===== config.mk =====
export PLATFORM = sky130hd
export DESIGN_NAME = sobel_window_3x3_flat
export DESIGN_NICKNAME = d
export VERILOG_FILES = /design/src/rtl/sobel_window_3x3_pkg.sv /design/src/rtl/sobel_window_3x3_if.sv /design/src/rtl/sobel_window_3x3_row_shift.sv /design/src/rtl/sobel_window_3x3.sv /design/src/flat_wrapper.sv
export SDC_FILE = /design/constraint.sdc
export NUM_CORES = 1
export LEC_CHECK = 0
export CAP_MARGIN = 30
export CELL_PAD_IN_SITES_DETAIL_PLACEMENT = 1
export CELL_PAD_IN_SITES_GLOBAL_PLACEMENT = 1
export CORE_MARGIN = 2
export CORE_UTILIZATION = 38
export CTS_CLUSTER_SIZE = 28
export DETAILED_ROUTE_END_ITERATION = 6
export GPL_TIMING_DRIVEN = 0
export PLACE_DENSITY = 0.87
export SKIP_CTS_REPAIR_TIMING = 1
export SLEW_MARGIN = 40
export SYNTH_ARGS = -nofsm -noshare
export SYNTH_HDL_FRONTEND = slang
export SYNTH_SLANG_ARGS = --single-unit

===== constraint.sdc =====
create_clock -name clk -period 3.6 [get_ports clk]
set_input_delay 0.54 -clock clk [delete_from_list [all_inputs] [get_ports clk]]
set_output_delay 0.54 -clock clk [all_outputs]
set_load 0.005 [all_outputs]

===== src/rtl/sobel_window_3x3_pkg.sv =====
// Shared definitions for the 3x3 Sobel window builder: pixel type,
// default image geometry and the frame-tracking state encoding.
package sobel_window_3x3_pkg;
   localparam int PIX_W      = 8;
   localparam int DEF_WIDTH  = 640;
   localparam int DEF_HEIGHT = 480;

   typedef logic [PIX_W-1:0] pix_t;

   typedef enum logic [1:0] {
      IDLE,
      ACTIVE,
      DONE
   } state_t;
endpackage


===== src/rtl/sobel_window_3x3_if.sv =====
// Column-in / window-out bundle between the line buffer and the Sobel window.
interface sobel_window_3x3_if
   import sobel_window_3x3_pkg::*;
#(
   parameter int WIDTH  = DEF_WIDTH,
   parameter int HEIGHT = DEF_HEIGHT
);
   logic                      en;
   pix_t                      data0;
   pix_t                      data1;
   pix_t                      data2;
   pix_t                      p00, p01, p02;
   pix_t                      p10, p11, p12;
   pix_t                      p20, p21, p22;
   logic                      valid;
   logic [$clog2(WIDTH)-1:0]  col;
   logic [$clog2(HEIGHT)-1:0] row;
   logic                      done;

   modport master (
      output en, data0, data1, data2,
      input  p00, p01, p02, p10, p11, p12, p20, p21, p22,
      input  valid, col, row, done
   );

   modport slave (
      input  en, data0, data1, data2,
      output p00, p01, p02, p10, p11, p12, p20, p21, p22,
      output valid, col, row, done
   );
endinterface


===== src/rtl/sobel_window_3x3_row_shift.sv =====
// Three-stage pixel shift register forming one row of the window;
// q0 holds the oldest (left) pixel, q2 the newest (right).
module window_row_shift3
   import sobel_window_3x3_pkg::*;
(
   input  logic clk,
   input  logic rst,
   input  logic en,
   input  pix_t din,
   output pix_t q0,
   output pix_t q1,
   output pix_t q2
);
   always_ff @(posedge clk) begin
      if (rst) begin
         q0 <= '0;
         q1 <= '0;
         q2 <= '0;
      end else if (en) begin
         q0 <= q1;
         q1 <= q2;
         q2 <= din;
      end
   end
endmodule


===== src/rtl/sobel_window_3x3.sv =====
// 3x3 Sobel neighbourhood builder: shifts one vertical column per enabled
// cycle and tags windows that lie fully inside the image.
module sobel_window_3x3
   import sobel_window_3x3_pkg::*;
#(
   parameter int WIDTH  = DEF_WIDTH,
   parameter int HEIGHT = DEF_HEIGHT
)
(
   input logic              clk,
   input logic              rst,
   sobel_window_3x3_if.slave bus
);
   localparam int CW = $clog2(WIDTH);
   localparam int RW = $clog2(HEIGHT);
   localparam logic [CW-1:0] C_LAST = CW'(WIDTH - 1);
   localparam logic [RW-1:0] R_LAST = RW'(HEIGHT - 3);

   state_t          state, state_nxt;
   logic [CW-1:0]   c;
   logic [RW-1:0]   r;
   logic            accept;
   logic            last_col;
   logic            valid_q;
   logic            done_q;
   logic [CW-1:0]   col_q;
   logic [RW-1:0]   row_q;
   pix_t            t0, t1, t2, m0, m1, m2, b0, b1, b2;

   // Columns arriving in the DONE cycle are dropped entirely.
   assign accept   = bus.en && (state != DONE);
   assign last_col = accept && (c == C_LAST) && (r == R_LAST);

   window_row_shift3 u_top (
      .clk (clk), .rst (rst), .en (accept), .din (bus.data2),
      .q0  (t0),  .q1  (t1),  .q2 (t2)
   );

   window_row_shift3 u_mid (
      .clk (clk), .rst (rst), .en (accept), .din (bus.data1),
      .q0  (m0),  .q1  (m1),  .q2 (m2)
   );

   window_row_shift3 u_bot (
      .clk (clk), .rst (rst), .en (accept), .din (bus.data0),
      .q0  (b0),  .q1  (b1),  .q2 (b2)
   );

   always_ff @(posedge clk) begin
      if (rst) state <= IDLE;
      else     state <= state_nxt;
   end

   always_comb begin
      state_nxt = state;
      unique case (state)
         IDLE: begin
            if (last_col)    state_nxt = DONE;
            else if (accept) state_nxt = ACTIVE;
         end
         ACTIVE: begin
            if (last_col) state_nxt = DONE;
         end
         DONE:    state_nxt = IDLE;
         default: state_nxt = IDLE;
      endcase
   end

   always_ff @(posedge clk) begin
      if (rst) begin
         c       <= '0;
         r       <= '0;
         valid_q <= 1'b0;
         done_q  <= 1'b0;
         col_q   <= '0;
         row_q   <= '0;
      end else begin
         valid_q <= accept && (c >= CW'(2));
         done_q  <= last_col;
         if (accept) begin
            if (c == C_LAST) begin
               c <= '0;
               r <= (r == R_LAST) ? '0 : r + RW'(1);
            end else begin
               c <= c + CW'(1);
            end
            // Coordinates name the window centre, one column/row behind the newest pixel.
            if (c >= CW'(2)) begin
               col_q <= c - CW'(1);
               row_q <= r + RW'(1);
            end
         end
      end
   end

   assign bus.p00   = t0;
   assign bus.p01   = t1;
   assign bus.p02   = t2;
   assign bus.p10   = m0;
   assign bus.p11   = m1;
   assign bus.p12   = m2;
   assign bus.p20   = b0;
   assign bus.p21   = b1;
   assign bus.p22   = b2;
   assign bus.valid = valid_q;
   assign bus.done  = done_q;
   assign bus.col   = col_q;
   assign bus.row   = row_q;
endmodule


===== src/flat_wrapper.sv =====
// flat-port wrapper written by rule: the top's interface ports become plain ports
module sobel_window_3x3_flat import sobel_window_3x3_pkg::*;
#(
   parameter int WIDTH  = DEF_WIDTH,
   parameter int HEIGHT = DEF_HEIGHT
)
  (clk, rst, bus_en, bus_data0, bus_data1, bus_data2, bus_p00, bus_p01, bus_p02, bus_p10, bus_p11, bus_p12, bus_p20, bus_p21, bus_p22, bus_valid, bus_col, bus_row, bus_done);
  sobel_window_3x3_if #(.WIDTH(WIDTH), .HEIGHT(HEIGHT)) bus_i ();
  input logic clk;
  input logic rst;
  input wire logic [$bits(bus_i.en)-1:0] bus_en;
  input wire logic [$bits(bus_i.data0)-1:0] bus_data0;
  input wire logic [$bits(bus_i.data1)-1:0] bus_data1;
  input wire logic [$bits(bus_i.data2)-1:0] bus_data2;
  output wire logic [$bits(bus_i.p00)-1:0] bus_p00;
  output wire logic [$bits(bus_i.p01)-1:0] bus_p01;
  output wire logic [$bits(bus_i.p02)-1:0] bus_p02;
  output wire logic [$bits(bus_i.p10)-1:0] bus_p10;
  output wire logic [$bits(bus_i.p11)-1:0] bus_p11;
  output wire logic [$bits(bus_i.p12)-1:0] bus_p12;
  output wire logic [$bits(bus_i.p20)-1:0] bus_p20;
  output wire logic [$bits(bus_i.p21)-1:0] bus_p21;
  output wire logic [$bits(bus_i.p22)-1:0] bus_p22;
  output wire logic [$bits(bus_i.valid)-1:0] bus_valid;
  output wire logic [$bits(bus_i.col)-1:0] bus_col;
  output wire logic [$bits(bus_i.row)-1:0] bus_row;
  output wire logic [$bits(bus_i.done)-1:0] bus_done;
  assign bus_i.en = bus_en;
  assign bus_i.data0 = bus_data0;
  assign bus_i.data1 = bus_data1;
  assign bus_i.data2 = bus_data2;
  assign bus_p00 = bus_i.p00;
  assign bus_p01 = bus_i.p01;
  assign bus_p02 = bus_i.p02;
  assign bus_p10 = bus_i.p10;
  assign bus_p11 = bus_i.p11;
  assign bus_p12 = bus_i.p12;
  assign bus_p20 = bus_i.p20;
  assign bus_p21 = bus_i.p21;
  assign bus_p22 = bus_i.p22;
  assign bus_valid = bus_i.valid;
  assign bus_col = bus_i.col;
  assign bus_row = bus_i.row;
  assign bus_done = bus_i.done;
  sobel_window_3x3 #(.WIDTH(WIDTH), .HEIGHT(HEIGHT)) u_core (.clk(clk), .rst(rst), .bus(bus_i));
endmodule

==> reports/results.ini, run 1 <==
[hold_path]
min_to = u_core.bus.col[0]
min-delay-start = u_core.bus.col[0]
hp-class = register to register
whs_path_depth = 2

[clocking]
root_buffer = clkbuf_16
cts.sinks = 114
cts_buffers = 17
cts_tree = built
insertion_delay_ns = 0.41
htree_num_levels = 4
clk_path_buf_depth = 2
clk_pin_slew_ns = 0.06

[worst_setup_path]
cp-end-kind = register
r2r_slack_ns = 0.99
rr_endpoint = u_core.bus.col[4]
reg2regPathDepth = 8
setup.worst_path.start_class = register
worstPathRequired_ns = 3.86
worstPathMaxFanout = 10
critical_path_class = register to register
crit_arrival_ns = 2.86
worstReg2RegStart = u_core.c[0]

[layout]
nets = 721
final_util = 0.565
drive_above_1_share = 0.0698
areaGrowthSynthToFinish_pct = 43.9
multi_input_area_mm2 = 0.00200
seq_area_mm2 = 0.00228
antenna_cells = 0
num-fill-cells = 1340
final_cell_mix = 160 x nand2_1, 118 x clkdlybuf4s50_1, 114 x dfxtp_1
final_common_cell = nand2_1

[placed_design]
hpwl_mm = 10.9
port_buffers = 118
place_ws_ns = 1.10
gp_congestion = 0.878

[global_route]
grt_max_degree = 17
antenna_found_initial = 0
grt_pass1_wl_mm = 27.6
overflow = 0
grt_pass1_vias = 5182
grt_use_total = 0.276

[timing]
max_slew_margin = 0.516
fmax_mhz = 383
hold_violations = 0
rsz0062_at_grt = no
tns_ns = 0
hold_ws_ns = 0.462
period_minus_slack_ns = 2.61
setup_violations = 0
finClkSkew_ns = 0.00667
setup_slack_ns = 0.992
min_period_over_period = 0.725
worst_slew_pin_slew_ns = 0.721
slew_violations = 0

[detailed_routing]
drtIter0Drc = 343
drc = 0
post_drt_wl_per_cell_um = 20.8
drt-total-wl_mm = 17.6
drt-vias-per-instance = 5.70
vias = 4813
ant_nets = 0
dr.pass1.iters = 5

[die]
core-area_mm2 = 0.0115
row_count = 39
die_area_mm2 = 0.0127
die_w_um = 113
io_pins = 120
fp.dieH_um = 113
start_util = 0.393

[outcome]
status = finished clean

[pwr]
pwr-share-seq = 0.392
p_sw_frac = 0.250
power_density_mw_per_mm2 = 532
leakagePower_uw = 0.00228
clockPowerShare = 0.510
p_int_uw = 2590
pwr-share-comb = 0.097
p_switching_uw = 861
ir_drop_mv = 0.275
power_uw = 3450

[synth]
synthesis.nets = 584
syn_inst = 552
ys_warn_count = 0
synthArstFlopShare = 0
yosysUniqueCellTypes = 45
synth_top_flop_cell = dfxtp_1
syn_area_mm2 = 0.00450
synth-seq-cells = 114
synth_seq_area_share = 0.507
avgSynthCellArea_um2 = 8.16
synth-edff-count = 0

[run]
maxCapViolCount = 0

[critical path, stage by stage (launching register included)]
cell	delay (ns)
dfxtp_1	0.36
clkbuf_1	0.30
inv_1	0.14
ha_1	0.26
nor2_1	0.18
nand4_1	0.51
clkbuf_1	0.40
a21oi_1	0.23
a211oi_1	0.08
[state kept, by name, indices dropped and copies added (netlist names)]
signal,count
u_core.bus.col,10
u_core.bus.done,1
u_core.bus.row,9
u_core.bus.valid,1
u_core.c,10
u_core.r,9
u_core.state,2
u_core.u_bot.q0,8
u_core.u_bot.q1,8
u_core.u_bot.q2,8
u_core.u_mid.q0,8
u_core.u_mid.q1,8
u_core.u_mid.q2,8
u_core.u_top.q0,8
u_core.u_top.q1,8
u_core.u_top.q2,8
[cell families after synthesis]
kind of cell / count (synthesis) / share of synthesized area
simple gates: 229 / 0.222
compound gates: 130 / 0.168
flops: 114 / 0.507
buf+inv: 53 / 0.0486
xor+xnor: 20 / 0.0389
fa+ha+maj: 5 / 0.0139
mux: 1 / 0.00222
[synthesized netlist by cell type, types with 2 or more instances]
cell type	n	area [um^2]
dfxtp_1	114	2280
nand3_1	11	55.1
nor4_1	4	25.0
o22ai_1	3	18.8
xor2_1	8	70.1
and3_2	2	15.0
a21oi_1	91	455
nor2_1	11	41.3
inv_1	10	37.5
nor3_1	13	65.1
and4_1	3	26.3
xnor2_1	12	105
clkbuf_1	27	101
buf_1	4	15.0
clkbuf_2	2	10.0
a32o_1	2	20.0
ha_1	5	62.6
a211oi_1	17	128
nand4_1	6	37.5
buf_4	2	15.0
buf_2	8	40.0
o32ai_1	4	35.0
and3_1	6	37.5
nand2_1	160	601
o21ai_0	4	20.0
nor3b_1	2	15.0
or3_1	3	18.8
[area by class of cell]
class | count | share of cell area
clock buffers | 18 | 0.0678
inverters | 10 | 0.00579
well taps | 143 | 0.0276
multi-input cells | 385 | 0.309
flip-flops and latches | 114 | 0.352
repair buffers | 118 | 0.182
clock inverters | 14 | 0.0276
plain buffers | 43 | 0.0280
[power groups by stage]
| stage | sequential [uW] | combinational, uW | clock, uW |
|---|---|---|---|
| after floorplan | 1370 | 144 | 0 |
| after global placement | 1370 | 312 | 0 |
| after detailed placement | 1370 | 324 | 0 |
| after CTS | 1350 | 336 | 1760 |
| after global routing | 1360 | 364 | 1820 |
| final | 1350 | 336 | 1760 |
[metal layers]
layer,GRT usage,vias up,share of wire
met2,0.487,206,0.51
met5,0,-,0
met1,0.310,2371,0.39
met4,0.158,0,0.051
li1,-,2158,-
met3,0.0562,78,0.053
[through the flow]
| step | instance area [um^2] | std cells |
|---|---|---|
| 5_1_grt | 6480 | 845 |
| 3_3_place_gp | 5860 | 813 |
| 3_5_place_dp | 5860 | 813 |
| 2_1_floorplan | 4500 | 552 |
| 6_report | 6480 | 845 |
| 4_1_cts | 6480 | 845 |
[worst max-delay path by stage]
| stage | startpoint | slack, ns | end | cells past startpoint |
|---|---|---|---|---|
| after floorplan | u_core.c[0] | 1.76 | u_core.bus.col[4] | 8 |
| after global placement | u_core.c[0] | 1.25 | u_core.bus.col[8] | 8 |
| final | u_core.c[0] | 0.99 | u_core.bus.col[4] | 8 |
| after detailed placement | u_core.c[0] | 1.10 | u_core.bus.col[5] | 8 |
| after CTS | u_core.c[0] | 1.02 | u_core.bus.col[4] | 8 |
| after global routing | u_core.c[0] | 0.79 | u_core.bus.row[1] | 8 |
(Power assumes the default switching activity.)
==> run 2: changes to the inputs <==
CORE_UTILIZATION = 35   (was 38)
PLACE_DENSITY = 0.81   (was 0.87)
clock period = 2.5 ns   (was 3.6 ns; I/O delays follow)
==> run 2 against run 1 <==
  * Routed wire length decreased by 16%
  * Core utilization decreased by 4.7 points
  * Die area increased by 8.3%
  * Global-route usage decreased by 5.5 points
  * Power increased by 41%
  * Sequential share of layout area decreased by 0.20 points
  * Fmax increased by 19%
  * First-iteration DRC count decreased by 43%
  * Combinational power increased by 42%
  * Clock-buffer cell count unchanged
  * Cell area increased by 0.56%
==> reports/results.ini, run 2 (synthesis gave the netlist of run 1 again) <==
[outcome]
status = finished clean

[timing]
setup_slack_ns = 0.314  ; -0.678 ns
min_period_over_period = 0.875  ; +0.150
max_slew_margin = 0.514  ; -0.00138
hold_violations = 0  ; unchanged
slew_violations = 0  ; unchanged
worst_slew_pin_slew_ns = 0.723  ; +0.00206 ns
finClkSkew_ns = 0.0107  ; +0.00403 ns
fmax_mhz = 457  ; +19%
setup_violations = 0  ; unchanged
rsz0062_at_grt = no
tns_ns = 0  ; unchanged
period_minus_slack_ns = 2.19  ; -0.422 ns

[placed_design]
dpl.cell_count = 842  ; +3.6%
port_buffers = 118  ; unchanged
hpwl_mm = 10.9  ; +0.28%
place_ws_ns = 0.00562  ; -1.10 ns
gp_congestion = 0.858  ; -2.3%

[layout]
drive_above_1_share = 0.0724  ; +0.00264
fin_cells = 876  ; +3.7%
final_util = 0.518  ; -0.0466
areaGrowthSynthToFinish_pct = 44.7
num-fill-cells = 1512  ; +13%
nets = 723  ; +0.28%
antenna_cells = 0  ; unchanged
final_common_cell = nand2_1
final_cell_mix = 160 x nand2_1, 118 x clkdlybuf4s50_1, 114 x dfxtp_1

[clocking]
insertion_delay_ns = 0.41  ; about the same
htree_num_levels = 4  ; unchanged
cts.sinks = 114  ; unchanged
clk_pin_slew_ns = 0.06  ; about the same
cts_buffers = 17  ; unchanged
root_buffer = clkbuf_16
clk_path_buf_depth = 2  ; unchanged
cts_tree = built

[detailed_routing]
met3WireLength_um = 683  ; -27%
drc = 0  ; unchanged
drtIter0Drc = 196  ; -43%
met1Wirelength_mm = 6.02  ; -12%
ant_nets = 0  ; unchanged
vias = 4490  ; -6.7%
met2_length_mm = 7.75  ; -13%
highest_layer = met4
post_drt_wl_per_cell_um = 16.9  ; -19%
drt-total-wl_mm = 14.8  ; -16%
dr.pass1.iters = 4  ; -1
drt-vias-per-instance = 5.13  ; -10%

[global_route]
antenna_found_initial = 0  ; unchanged
grt_max_degree = 17  ; unchanged
grt_pass1_vias = 4702  ; -9.3%
grt_use_total = 0.221  ; -0.0551
grt_pass1_wl_mm = 24.3  ; -12%
overflow = 0  ; unchanged

[die]
core-area_mm2 = 0.0126  ; +9.6%
fp.dieH_um = 117  ; +4.0%
start_util = 0.358  ; -0.0344
row_count = 41  ; +5.1%
die_area_mm2 = 0.0138  ; +8.3%
die_w_um = 117  ; +4.0%
io_pins = 120  ; unchanged

[worst_setup_path]
crit_arrival_ns = 2.45  ; -0.41 ns
worstPathMaxFanout = 10  ; unchanged
cp-end-kind = register
setup.worst_path.start_class = register
critical_path_class = register to register
worstPathRequired_ns = 2.76  ; -1.10 ns
r2r_slack_ns = 0.31  ; -0.68 ns

[run]
maxCapViolCount = 0  ; unchanged

[pwr]
leakagePower_uw = 0.00228  ; -0.15%
power_density_mw_per_mm2 = 746  ; +40%
ir_drop_mv = 0.454  ; +65%

[hold_path]
hp-class = input port to register

run 2: changes by cell type in the layout (fill, tap and decap cells not counted):
cell        before  now
inv_6            3    0
clkinv_2         1    4
clkinvlp_4       3    6
clkinv_4         4    1
buf_4            2    4
run 2: routing by layer:
metal  up-vias  global-route usage
li1       2169                   -
met1      2163               0.247
met2       127               0.401
met3        31              0.0511
met4         0              0.0971
met5         -                   0
run 2: through the flow:
stage                     instance area [um^2]  hold WS [ns]  total power [uW]
after detailed placement                  5900         0.449              2450
after global routing                      6520         0.346              5030
after floorplan                           4500         0.436              2180
final                                     6520         0.339              4860
after CTS                                 6500         0.323              4890
after global placement                    5900         0.442              2430
run 2: path summary, 6_finish.rpt:
| check | from | end | cells after the start |
|---|---|---|---|
| max | u_core.c[0] | u_core.bus.col[5] | 8 |
| min | bus_en | u_core.state[0] | 3 |
| max reg2reg | u_core.c[0] | u_core.bus.col[5] | 8 |
| min reg2reg | u_core.u_bot.q0[1] | u_core.u_bot.q0[1] | 2 |
run 2: cell type report:
class,instances,area [um^2],share of cell area
multi-input cells,385,2000,0.307
inverters,10,37.5,0.00576
flip-flops and latches,114,2280,0.350
well taps,172,215,0.0330
clock buffers,18,439,0.0674
repair buffers,120,1200,0.184
clock inverters,14,164,0.0252
plain buffers,43,181,0.0278
run 2: worst max-delay path, cell delays in order (launching register included):
cell	delay, ns
dfxtp_1	0.34
clkbuf_1	0.27
inv_1	0.14
ha_1	0.25
nor2_1	0.17
nand4_1	0.18
clkbuf_1	0.33
a21oi_1	0.27
a211oi_1	0.08
run 2: power breakdown:
part | internal (uW) | leakage (uW) | switching (uW) | total [uW]
sequential | 1890 | 0.000927 | 50.6 | 1940
clock | 1580 | 0.000280 | 857 | 2440
combinational | 233 | 0.00107 | 245 | 478
==> run 3: changes to the inputs <==
MAX_ROUTING_LAYER = met4   (was not set)
==> run 3 against run 2 <==
  * Worst hold slack got worse by 0.0055 ns
  * Sequential power barely moved
  * Flip-flop and latch count did not move
  * Critical endpoint is now u_core.r[5]
  * Highest routed layer unchanged
==> reports/results.ini, run 3 (synthesis gave the netlist of run 1 again) <==
[outcome]
status = finished clean

[worst_setup_path]
cpMaxStageDelayCell = nor3_1
cp-end-kind = register
critical_path_class = register to register
path_cells = ha_1 -> nand3_1 -> nor3_1 -> nand3_1 -> o41ai_1
worstPathRequired_ns = 2.81  ; +0.05 ns
path_delay_family = simple AND/OR/NAND/NOR gates
max_stage_delay_ns = 0.57  ; +0.23 ns
path_buf_inv = 0  ; -3
worstPathMaxFanout = 8  ; -2
setup.worst_path.start_class = register
cp_common_cell = nand3_1
crit_arrival_ns = 2.50  ; +0.05 ns

[detailed_routing]
drt-vias-per-instance = 5.14  ; +0.36%
ant_nets = 0  ; unchanged
vias = 4506  ; +0.36%
post_drt_wl_per_cell_um = 17.0  ; +0.46%
dr.pass1.iters = 5  ; +1
drtIter0Drc = 158  ; -19%
drt-total-wl_mm = 14.9  ; +0.46%
drc = 0  ; unchanged

[clocking]
htree_num_levels = 4  ; unchanged
clk_path_buf_depth = 2  ; unchanged
cts_tree = built
insertion_delay_ns = 0.41  ; about the same
cts.sinks = 114  ; unchanged
clk_pin_slew_ns = 0.05  ; about the same
cts_buffers = 17  ; unchanged
root_buffer = clkbuf_16

[timing]
hold_violations = 0  ; unchanged
setup_violations = 0  ; unchanged
finClkSkew_ns = 0.00641  ; -0.00429 ns
rsz0062_at_grt = no
period_minus_slack_ns = 2.19  ; +0.00760 ns
setup_slack_ns = 0.306  ; -0.00760 ns
min_period_over_period = 0.878  ; +0.00304
slew_violations = 0  ; unchanged
fmax_mhz = 456  ; -0.35%
worst_slew_pin_slew_ns = 0.713  ; -0.00952 ns
max_slew_margin = 0.521  ; +0.00639

[global_route]
antenna_found_initial = 0  ; unchanged
grt_use_total = 0.227  ; +0.00586
overflow = 0  ; unchanged
grt_pass1_vias = 4699  ; -0.064%
grt_max_degree = 17  ; unchanged
grt_pass1_wl_mm = 24.2  ; -0.31%

[placed_design]
place_ws_ns = 0.00562  ; unchanged
hpwl_mm = 10.9  ; unchanged
port_buffers = 118  ; unchanged
gp_congestion = 0.872  ; +1.6%

[pwr]
leakagePower_uw = 0.00228  ; unchanged
power_density_mw_per_mm2 = 746  ; about the same
p_int_uw = 3710  ; about the same
ir_drop_mv = 0.456  ; +0.31%
clockPowerShare = 0.502  ; about the same
pwr-share-comb = 0.098  ; about the same
p_switching_uw = 1150  ; +0.24%
p_sw_frac = 0.238  ; +0.000431
pwr-share-seq = 0.399  ; about the same

[die]
die_area_mm2 = 0.0138  ; unchanged
io_pins = 120  ; unchanged
fp.dieH_um = 117  ; unchanged
start_util = 0.358  ; unchanged
row_count = 41  ; unchanged
core-area_mm2 = 0.0126  ; unchanged
die_w_um = 117  ; unchanged

[layout]
nets = 723  ; unchanged
drive_above_1_share = 0.0724  ; unchanged
areaGrowthSynthToFinish_pct = 44.7  ; unchanged
final_cell_mix = 160 x nand2_1, 118 x clkdlybuf4s50_1, 114 x dfxtp_1
final_util = 0.518  ; unchanged
final_common_cell = nand2_1
num-fill-cells = 1512  ; unchanged
antenna_cells = 0  ; unchanged

[run]
maxCapViolCount = 0  ; unchanged

[hold_path]
hp-class = input port to register

run 3: cell type report:
| type | count | area [um^2] | area share |
|---|---|---|---|
| multi-input combinational | 385 | 2000 | 0.307 |
| inverter | 10 | 37.5 | 0.00576 |
| sequential | 114 | 2280 | 0.350 |
| buffer | 43 | 181 | 0.0278 |
| clock buffer | 18 | 439 | 0.0674 |
| timing repair buffer | 120 | 1200 | 0.184 |
| tap | 172 | 215 | 0.0330 |
| clock inverter | 14 | 164 | 0.0252 |
run 3: worst paths after layout:
check / startpoint / end / slack, ns / cells after the start
setup / recovery: u_core.c[1] / u_core.r[5] / 0.31 / 5
hold / removal: bus_en / u_core.state[0] / 0.33 / 3
hold reg to reg: u_core.u_bot.q0[1] / u_core.u_bot.q0[1] / 0.45 / 2
setup reg to reg: u_core.c[1] / u_core.r[5] / 0.31 / 5
run 3: per-stage QoR:
step / instance area (um^2) / setup TNS, ns / hold slack, ns / total power (uW) / instances
after floorplan: 4500 / 0 / 0.436 / 2180 / 552
after global placement: 5900 / 0 / 0.442 / 2430 / 842
after detailed placement: 5900 / 0 / 0.449 / 2450 / 842
after CTS: 6500 / -0.00886 / 0.323 / 4890 / 874
after global routing: 6520 / 0 / 0.346 / 5030 / 876
final: 6520 / 0 / 0.334 / 4860 / 876
run 3: worst reg2reg max path: cells and delay by family, from the launching register on:
family | cells | cell delay, ns
fa+ha+maj | 1 | 0.28
simple gates | 3 | 1.04
compound gates | 1 | 0.32
flops | 1 | 0.46
run 3: layer usage:
metal	GRT usage	up-vias	wire [um]
met3	0.0506	31	682
met4	0.0971	0	334
met5	-	-	0
met1	0.245	2182	6100
li1	-	2172	-
met2	0.401	121	7760
run 3: power by group through the flow:
stage / clock network, uW / registers (uW) / logic (uW)
4_1_cts: 2470 / 1940 / 476
3_3_place_gp: 0 / 1980 / 454
3_5_place_dp: 0 / 1980 / 471
6_report: 2440 / 1940 / 479
2_1_floorplan: 0 / 1980 / 207
5_1_grt: 2560 / 1950 / 521
